**config.mk**
```make
export PLATFORM = sky130hd
export DESIGN_NAME = simd_product_accumulator_flat
export DESIGN_NICKNAME = d
export VERILOG_FILES = /design/src/rtl/simd_product_accumulator_if.sv /design/src/rtl/simd_product_accumulator.sv /design/src/flat_wrapper.sv
export SDC_FILE = /design/constraint.sdc
export NUM_CORES = 1
export LEC_CHECK = 0
export CAP_MARGIN = 5
export CORE_MARGIN = 1.5
export CORE_UTILIZATION = 35
export CTS_CLUSTER_SIZE = 30
export DETAILED_ROUTE_END_ITERATION = 10
export PLACE_DENSITY_LB_ADDON = 0.05
export SETUP_SLACK_MARGIN = 0.02
export SYNTH_ARGS = -nofsm -noshare
export SYNTH_HDL_FRONTEND = slang
export SYNTH_SLANG_ARGS = --single-unit
```
**constraint.sdc**
```tcl
create_clock -name CLK -period 2.5 [get_ports CLK]
set_input_delay 0.75 -clock CLK [delete_from_list [all_inputs] [get_ports CLK]]
set_output_delay 0.75 -clock CLK [all_outputs]
set_load 0.01 [all_outputs]
```
**src/rtl/simd_product_accumulator_if.sv**
```systemverilog
// Handshake bundle for simd_product_accumulator: product beats in, per-lane sums out.
// The master modport is the producer/consumer side; the slave modport is the accumulator.
interface simd_product_accumulator_if #(
    parameter int LANES  = 4,
    parameter int PROD_W = 8,
    parameter int ACC_W  = 16
);
    logic                     in_valid;
    logic                     in_ready;
    logic [LANES*PROD_W-1:0]  in_prod;
    logic                     in_last;
    logic                     out_valid;
    logic                     out_ready;
    logic [LANES*ACC_W-1:0]   out_acc;
    logic [7:0]               out_count;
    logic [LANES-1:0]         out_ovf;

    modport master (
        output in_valid, in_prod, in_last, out_ready,
        input  in_ready, out_valid, out_acc, out_count, out_ovf
    );

    modport slave (
        input  in_valid, in_prod, in_last, out_ready,
        output in_ready, out_valid, out_acc, out_count, out_ovf
    );
endinterface

```
**src/rtl/simd_product_accumulator.sv**
```systemverilog
// Per-lane running sum of SIMD products, held until the consumer takes it.
// Define SIMD_ACC_SAT_EN to clamp overflowing lanes instead of wrapping them.
module simd_product_accumulator #(
    parameter int LANES  = 4,
    parameter int PROD_W = 8,
    parameter int ACC_W  = 16
) (
    input  logic                    CLK,
    input  logic                    nrst,
    simd_product_accumulator_if.slave bus
);

    typedef enum logic {
        ST_ACC  = 1'b0,
        ST_DONE = 1'b1
    } state_t;

    state_t                   state_q, state_d;
    logic [LANES*ACC_W-1:0]   acc_q, acc_d;
    logic [7:0]               count_q, count_d;
    logic [LANES-1:0]         ovf_q, ovf_d;
    logic [ACC_W:0]           lane_sum_s [LANES];
    logic                     accept_s;

    assign accept_s      = bus.in_valid && (state_q == ST_ACC);
    assign bus.in_ready  = (state_q == ST_ACC) && nrst;
    assign bus.out_valid = (state_q == ST_DONE);
    assign bus.out_acc   = acc_q;
    assign bus.out_count = count_q;
    assign bus.out_ovf   = ovf_q;

    // Per-lane sum with one carry bit, which is the overflow indicator.
    always_comb begin
        for (int i = 0; i < LANES; i++) begin
            lane_sum_s[i] = {1'b0, acc_q[i*ACC_W +: ACC_W]}
                          + {{(ACC_W-PROD_W+1){1'b0}}, bus.in_prod[i*PROD_W +: PROD_W]};
        end
    end

    // Next-state and datapath update.
    always_comb begin
        state_d = state_q;
        acc_d   = acc_q;
        count_d = count_q;
        ovf_d   = ovf_q;
        case (state_q)
            ST_ACC: begin
                if (accept_s) begin
                    for (int i = 0; i < LANES; i++) begin
                        ovf_d[i] = ovf_q[i] | lane_sum_s[i][ACC_W];
`ifdef SIMD_ACC_SAT_EN
                        // Once a lane has overflowed it stays pinned at full scale.
                        acc_d[i*ACC_W +: ACC_W] = ovf_d[i] ? {ACC_W{1'b1}}
                                                           : lane_sum_s[i][ACC_W-1:0];
`else
                        acc_d[i*ACC_W +: ACC_W] = lane_sum_s[i][ACC_W-1:0];
`endif
                    end
                    count_d = (count_q == 8'd255) ? 8'd255 : count_q + 8'd1;
                    if (bus.in_last) begin
                        state_d = ST_DONE;
                    end else begin
                        state_d = ST_ACC;
                    end
                end else begin
                    state_d = ST_ACC;
                end
            end
            ST_DONE: begin
                if (bus.out_ready) begin
                    acc_d   = '0;
                    count_d = 8'd0;
                    ovf_d   = '0;
                    state_d = ST_ACC;
                end else begin
                    state_d = ST_DONE;
                end
            end
            default: begin
                state_d = ST_ACC;
            end
        endcase
    end

    // State and result registers with synchronous active-low reset.
    always_ff @(posedge CLK) begin
        if (!nrst) begin
            state_q <= ST_ACC;
            acc_q   <= '0;
            count_q <= 8'd0;
            ovf_q   <= '0;
        end else begin
            state_q <= state_d;
            acc_q   <= acc_d;
            count_q <= count_d;
            ovf_q   <= ovf_d;
        end
    end

endmodule

```
**src/flat_wrapper.sv**
```systemverilog
// flat-port wrapper written by rule: the top's interface ports become plain ports
module simd_product_accumulator_flat 
#(
    parameter int LANES  = 4,
    parameter int PROD_W = 8,
    parameter int ACC_W  = 16
)
  (CLK, nrst, bus_in_valid, bus_in_prod, bus_in_last, bus_out_ready, bus_in_ready, bus_out_valid, bus_out_acc, bus_out_count, bus_out_ovf);
  simd_product_accumulator_if #(.LANES(LANES), .PROD_W(PROD_W), .ACC_W(ACC_W)) bus_i ();
  input  logic CLK;
  input  logic nrst;
  input wire logic [$bits(bus_i.in_valid)-1:0] bus_in_valid;
  input wire logic [$bits(bus_i.in_prod)-1:0] bus_in_prod;
  input wire logic [$bits(bus_i.in_last)-1:0] bus_in_last;
  input wire logic [$bits(bus_i.out_ready)-1:0] bus_out_ready;
  output wire logic [$bits(bus_i.in_ready)-1:0] bus_in_ready;
  output wire logic [$bits(bus_i.out_valid)-1:0] bus_out_valid;
  output wire logic [$bits(bus_i.out_acc)-1:0] bus_out_acc;
  output wire logic [$bits(bus_i.out_count)-1:0] bus_out_count;
  output wire logic [$bits(bus_i.out_ovf)-1:0] bus_out_ovf;
  assign bus_i.in_valid = bus_in_valid;
  assign bus_i.in_prod = bus_in_prod;
  assign bus_i.in_last = bus_in_last;
  assign bus_i.out_ready = bus_out_ready;
  assign bus_in_ready = bus_i.in_ready;
  assign bus_out_valid = bus_i.out_valid;
  assign bus_out_acc = bus_i.out_acc;
  assign bus_out_count = bus_i.out_count;
  assign bus_out_ovf = bus_i.out_ovf;
  simd_product_accumulator #(.LANES(LANES), .PROD_W(PROD_W), .ACC_W(ACC_W)) u_core (.CLK(CLK), .nrst(nrst), .bus(bus_i));
endmodule
```
======== Word level (Yosys, flattened, before mapping) ========
Index checks and enable logic that the tools add are counted.
operators by class
  bitwise gates (word level) .............. 5
  eq/ne operators ......................... 3
  shift-type cells ........................ 0
  divide/modulo/power cells ............... 0
  muxes and demuxes ....................... 14
  $add $sub $neg .......................... 5
  reduce and logical (&&, ||, !) cells .... 3
  $lt $le $gt $ge ......................... 0
  multipliers ............................. 0
operators by type and width
  operator                                                                  count
  64-bit two-way mux                                                        2
  64-bit one-hot mux with 2 select lines                                    1
  16-bit by 8-bit adder with 17-bit output                                  4
  8-bit two-way mux                                                         3
  8-bit one-hot mux with 2 select lines                                     1
  8-bit by 1-bit adder with 8-bit output (second input constant)            1
  8-bit equality test (second input constant)                               1
  4-bit two-way mux                                                         2
  4-bit one-hot mux with 2 select lines                                     1
  1-bit bitwise OR                                                          4
  1-bit two-way mux                                                         3
  1-bit logical AND                                                         2
  2-bit by 1-bit inequality test with 1-bit output (second input constant)  1
  2-bit inequality test (second input constant)                             1
  1-bit one-hot mux with 2 select lines                                     1
  2-bit AND reduction                                                       1
  1-bit inverter                                                            1
word-level totals
  ROM bits ................................ 0
  bits of input ports ..................... 37
  memories kept ........................... 0
  bits in registers ....................... 77
  latch bits .............................. 0
  RAM bits ................................ 0
  logic and storage cells ................. 34
  output and inout bits ................... 78

======== Depth between registers and ports, before layout ========
  depth after elaboration ................. 4
  depth in mapped cells ................... 9
  depth with buffers taken out ............ 9

======== Worst setup path after synthesis ========
Ideal clock, no wire load.
  path kind ............................... in2reg
  start ................................... in bus_in_prod[16]
  end ..................................... reg u_core.acc_q[42] (netlist: u_core.bus.out_acc[42])
  path buffers ............................ 0
  setup time .............................. 0.070 ns
  setup slack ............................. 0.000 ns
  stages .................................. 8
  required time ........................... 2.430 ns
  data arrival time ....................... 2.430 ns
  path through ............................ ha_1 > inv_1 > fa_1 > nor2b_1 > o21bai_1 > a32o_1 > or4_1 > a21oi_1
between the ends
  longest elaborated chain between the ends .. 3
ends and longest elaborated chain
  element                                   line                            text
  from (decl)                               flat_wrapper.sv:13              input wire logic [$bits(bus_i.in_prod)-1:0] bus_in_prod;
  16-bit by 8-bit adder with 17-bit output  simd_product_accumulator.sv:36  + {{(ACC_W-PROD_W+1){1'b0}}, bus.in_prod[i*PROD_W +: PROD_W]};
  64-bit two-way mux                        simd_product_accumulator.sv:48  if (accept_s) begin
  64-bit one-hot mux with 2 select lines    simd_product_accumulator.sv:46  case (state_q)
  to (signal assigned)                      simd_product_accumulator.sv:89  acc_q <= '0;
  to (signal assigned)                      simd_product_accumulator.sv:94  acc_q <= acc_d;
  to (decl)                                 simd_product_accumulator.sv:19  logic [LANES*ACC_W-1:0] acc_q, acc_d;
No other way between the ends. The select of a mux whose other input is x is not followed.
A chain may end at the register's enable or synchronous reset.

======== Worst setup path in the final report ========
  start ................................... in bus_in_prod[14]
  end ..................................... reg u_core.acc_q[25] (netlist: u_core.bus.out_acc[25])
The elaborated chain is that of the path after synthesis.

==> results.cfg <==
[final_layout]
drive_gt1_frac = 0.2204
area_delta_synth_final_pct = 57.20
finalNetCount = 786
n_antenna_cell = 0
fin_area_sq_um = 6980
n_fill_cell = 1113
utilization = 0.5716

[synthesis]
synth_commonest_cells = dfxtp_1 (77), nor2_1 (58), nand2_1 (52)
async_flop_share = 0
synth-seq-cells = 77
synth_nets = 595
synth.most_common_cell = dfxtp_1
synth_top_cell_by_area = dfxtp_1
ys_types = 61
synth-edff-count = 0
synth_top_area_frac = 0.3471
ys.flop_type = dfxtp_1
ys_warn_count = 0
avgSynthCellArea_sq_um = 8.523
synthTopCellsByArea = dfxtp_1 (35%), ha_1 (9.3%), nor2_1 (4.9%), nand2_1 (4.4%), xnor2_1 (4.1%)
ys_seq_area_frac = 0.3471
syn_inst = 521
synth_area_sq_um = 4441

[worst_setup_path]
crit_chain = clkdlybuf4s50_1 -> ha_1 -> buf_4 -> a21oi_1 -> nand2_1 -> a31oi_2 -> nor2_1 -> and4b_1 -> a31o_2
critical_path.slowest_cell = clkdlybuf4s50_1
crit_start = bus_in_prod[14]
regToRegStartpoint = u_core.bus.out_acc[48]
cp.arrival_ps = 2660
path_max_fanout = 4
cpPeakStageDelay_ps = 410
r2r_cells = 9
cp.required_ps = 2740
endpoint_kind = register
cp-start-kind = input pin
crit_type = input pin to register

[clock_network]
holdBufCountCts = 0
cts_tree = built
clk_path_buf_depth = 2
root_buffer = clkbuf_16
clkLatencyLatePin_ps = 340
path_clk_slew_ps = 60
htree_levels = 3
cts_buffers = 9
cts.sinks = 77

[sta]
finalClockSkew_ps = 5.679
period_share = 0.9679
setup_viol = 0
whs_ps = 454.7
maxClockFrequency_mhz = 413.3
slew_violations = 0
period_needed_ps = 2420
worst-slew-pin-transition_ps = 487.7
rsz0062_at_grt = yes
finalHoldViolations = 0
max_slew_margin = 0.6665

[grt]
track_usage = 0.2116
grt_pass1_vias = 4408
grt_max_degree = 33
grt_pass1_wl_mm = 22.09
antenna_found_initial = 0
globalRouteOverflowTotal = 0

[drt]
detail_route.wl_per_cell_microns = 15.61
drc = 0
drt_wl_total_mm = 13.81
detail_route.first_pass.iterations = 5
ant_nets = 0
vias_per_cell = 5.185
dr_total_vias = 4589
drtIter0Drc = 261

[die]
dieWidth_microns = 115.6
die_h_microns = 115.6
dieArea_sq_um = 13370
start_util = 0.3636
coreArea_sq_um = 12210
io_pins = 115
num_rows = 40

[place]
gp_congestion = 0.8549
portBuffers = 114
dp_hpwl_mm = 10.09
postPlaceCellArea_sq_um = 6306

[pwr]
p_leak_nw = 2.788
p_per_area_nw_per_um2 = 585.9
power_mw = 4.090
ir_drop_v = 0.0004118

[worst_hold_path]
hold_depth = 2
hold_class = register to register
holdCritStartpoint = u_core.bus.out_ovf[2]

[job]
maxCapViolations = 0

[status]
outcome = complete, no violations
cell usage in the layout (no fill, tap or decap), types with 4 or more instances in the layout:
master           instances
clkdlybuf4s50_1        102
buf_4                   83
dfxtp_1                 77
nor2_1                  57
nand2_1                 52
o21ai_0                 28
ha_1                    22
a21oi_1                 21
xnor2_1                 21
nand3_1                 21
inv_1                   16
o211ai_1                13
a22oi_1                 11
xor2_1                  11
and3_1                  11
o21a_1                   9
clkbuf_16                9
nor3_1                   6
ha_4                     6
dlymetal6s2s_1           6
dlygate4sd2_1            6
a21oi_2                  5
a21o_1                   5
a22o_1                   5
nand4_1                  5
or3_1                    5
ha_2                     5
inv_2                    4
nor2b_2                  4
o2111ai_1                4
o41ai_1                  4
or4_1                    4
fa_2                     4
critical path: cells and delay by family:
kind                     cells  cell delay (ps)
AO/OA/AOI/OAI                3              610
adder cells (fa/ha/maj)      1              330
AND/OR/NAND/NOR              3              390
buffers and inverters        2              580
final cells by class:
type,count,area [sq um],area share
Clock buffer,13,270.3,0.03872
Clock inverter,3,90.09,0.01291
Inverter,20,75.07,0.01075
Multi-Input combinational cell,406,3010,0.4313
Sequential cell,77,1541,0.2208
Tap cell,168,210.2,0.03011
Timing Repair Buffer,198,1783,0.2554
sequential cells by signal, summed over array words and instances, names as in the netlist:
name / cells
u_core.bus.out_valid: 1
u_core.bus.out_count: 8
u_core.bus.out_acc: 64
u_core.bus.out_ovf: 4
stage by stage:
| step | std cells | worst slack, ps | setup TNS (ps) |
|---|---|---|---|
| 2_1_floorplan | 521 | 49.22 | 0 |
| 3_3_place_gp | 863 | -508.7 | -14230 |
| 3_5_place_dp | 863 | -545.8 | -15430 |
| 4_1_cts | 883 | 31.69 | 0 |
| 5_1_grt | 885 | 3.503 | 0 |
| 6_report | 885 | 80.33 | 0 |
layer usage:
metal / vias up / GRT usage / share of wire
met5: - / 0 / 0
met4: 0 / 0.06098 / 0.010
met3: 10 / 0.05126 / 0.063
met2: 130 / 0.3314 / 0.46
met1: 2158 / 0.2906 / 0.47
li1: 2291 / - / -
final timing paths:
kind | to | slack [ps]
worst max register to register | u_core.bus.out_acc[58] | 330
worst max-delay path | u_core.bus.out_acc[25] | 80
worst min-delay path | u_core.bus.out_ovf[2] | 450
worst min register to register | u_core.bus.out_ovf[2] | 450
report_power, final:
group          internal (mW)  switching (mW)
logic                  0.608           0.537
registers               1.29          0.0727
clock network           1.06           0.520
total                   2.96            1.13
cell families (layout without fill, tap and decap cells):
logic type / Yosys count / count (layout) / share of synthesized area
compound gates: 148 / 148 / 0.2423
xor+xnor: 32 / 32 / 0.06312
fa+ha+maj: 37 / 37 / 0.1110
buf+inv: 38 / 234 / 0.03494
flops: 77 / 77 / 0.3471
mux: 2 / 2 / 0.005071
simple gates: 187 / 187 / 0.1964
repair_timing:
action | in CTS | in global routing
endpoints found under the hold margin | 0 | 0
setup buffers | 4 | 2
gates resized for setup | 29 | 35
endpoints found under the setup margin | 23 | 33
pin swaps | 22 | 21
Note: power is estimated with default switching activity, not from simulation.
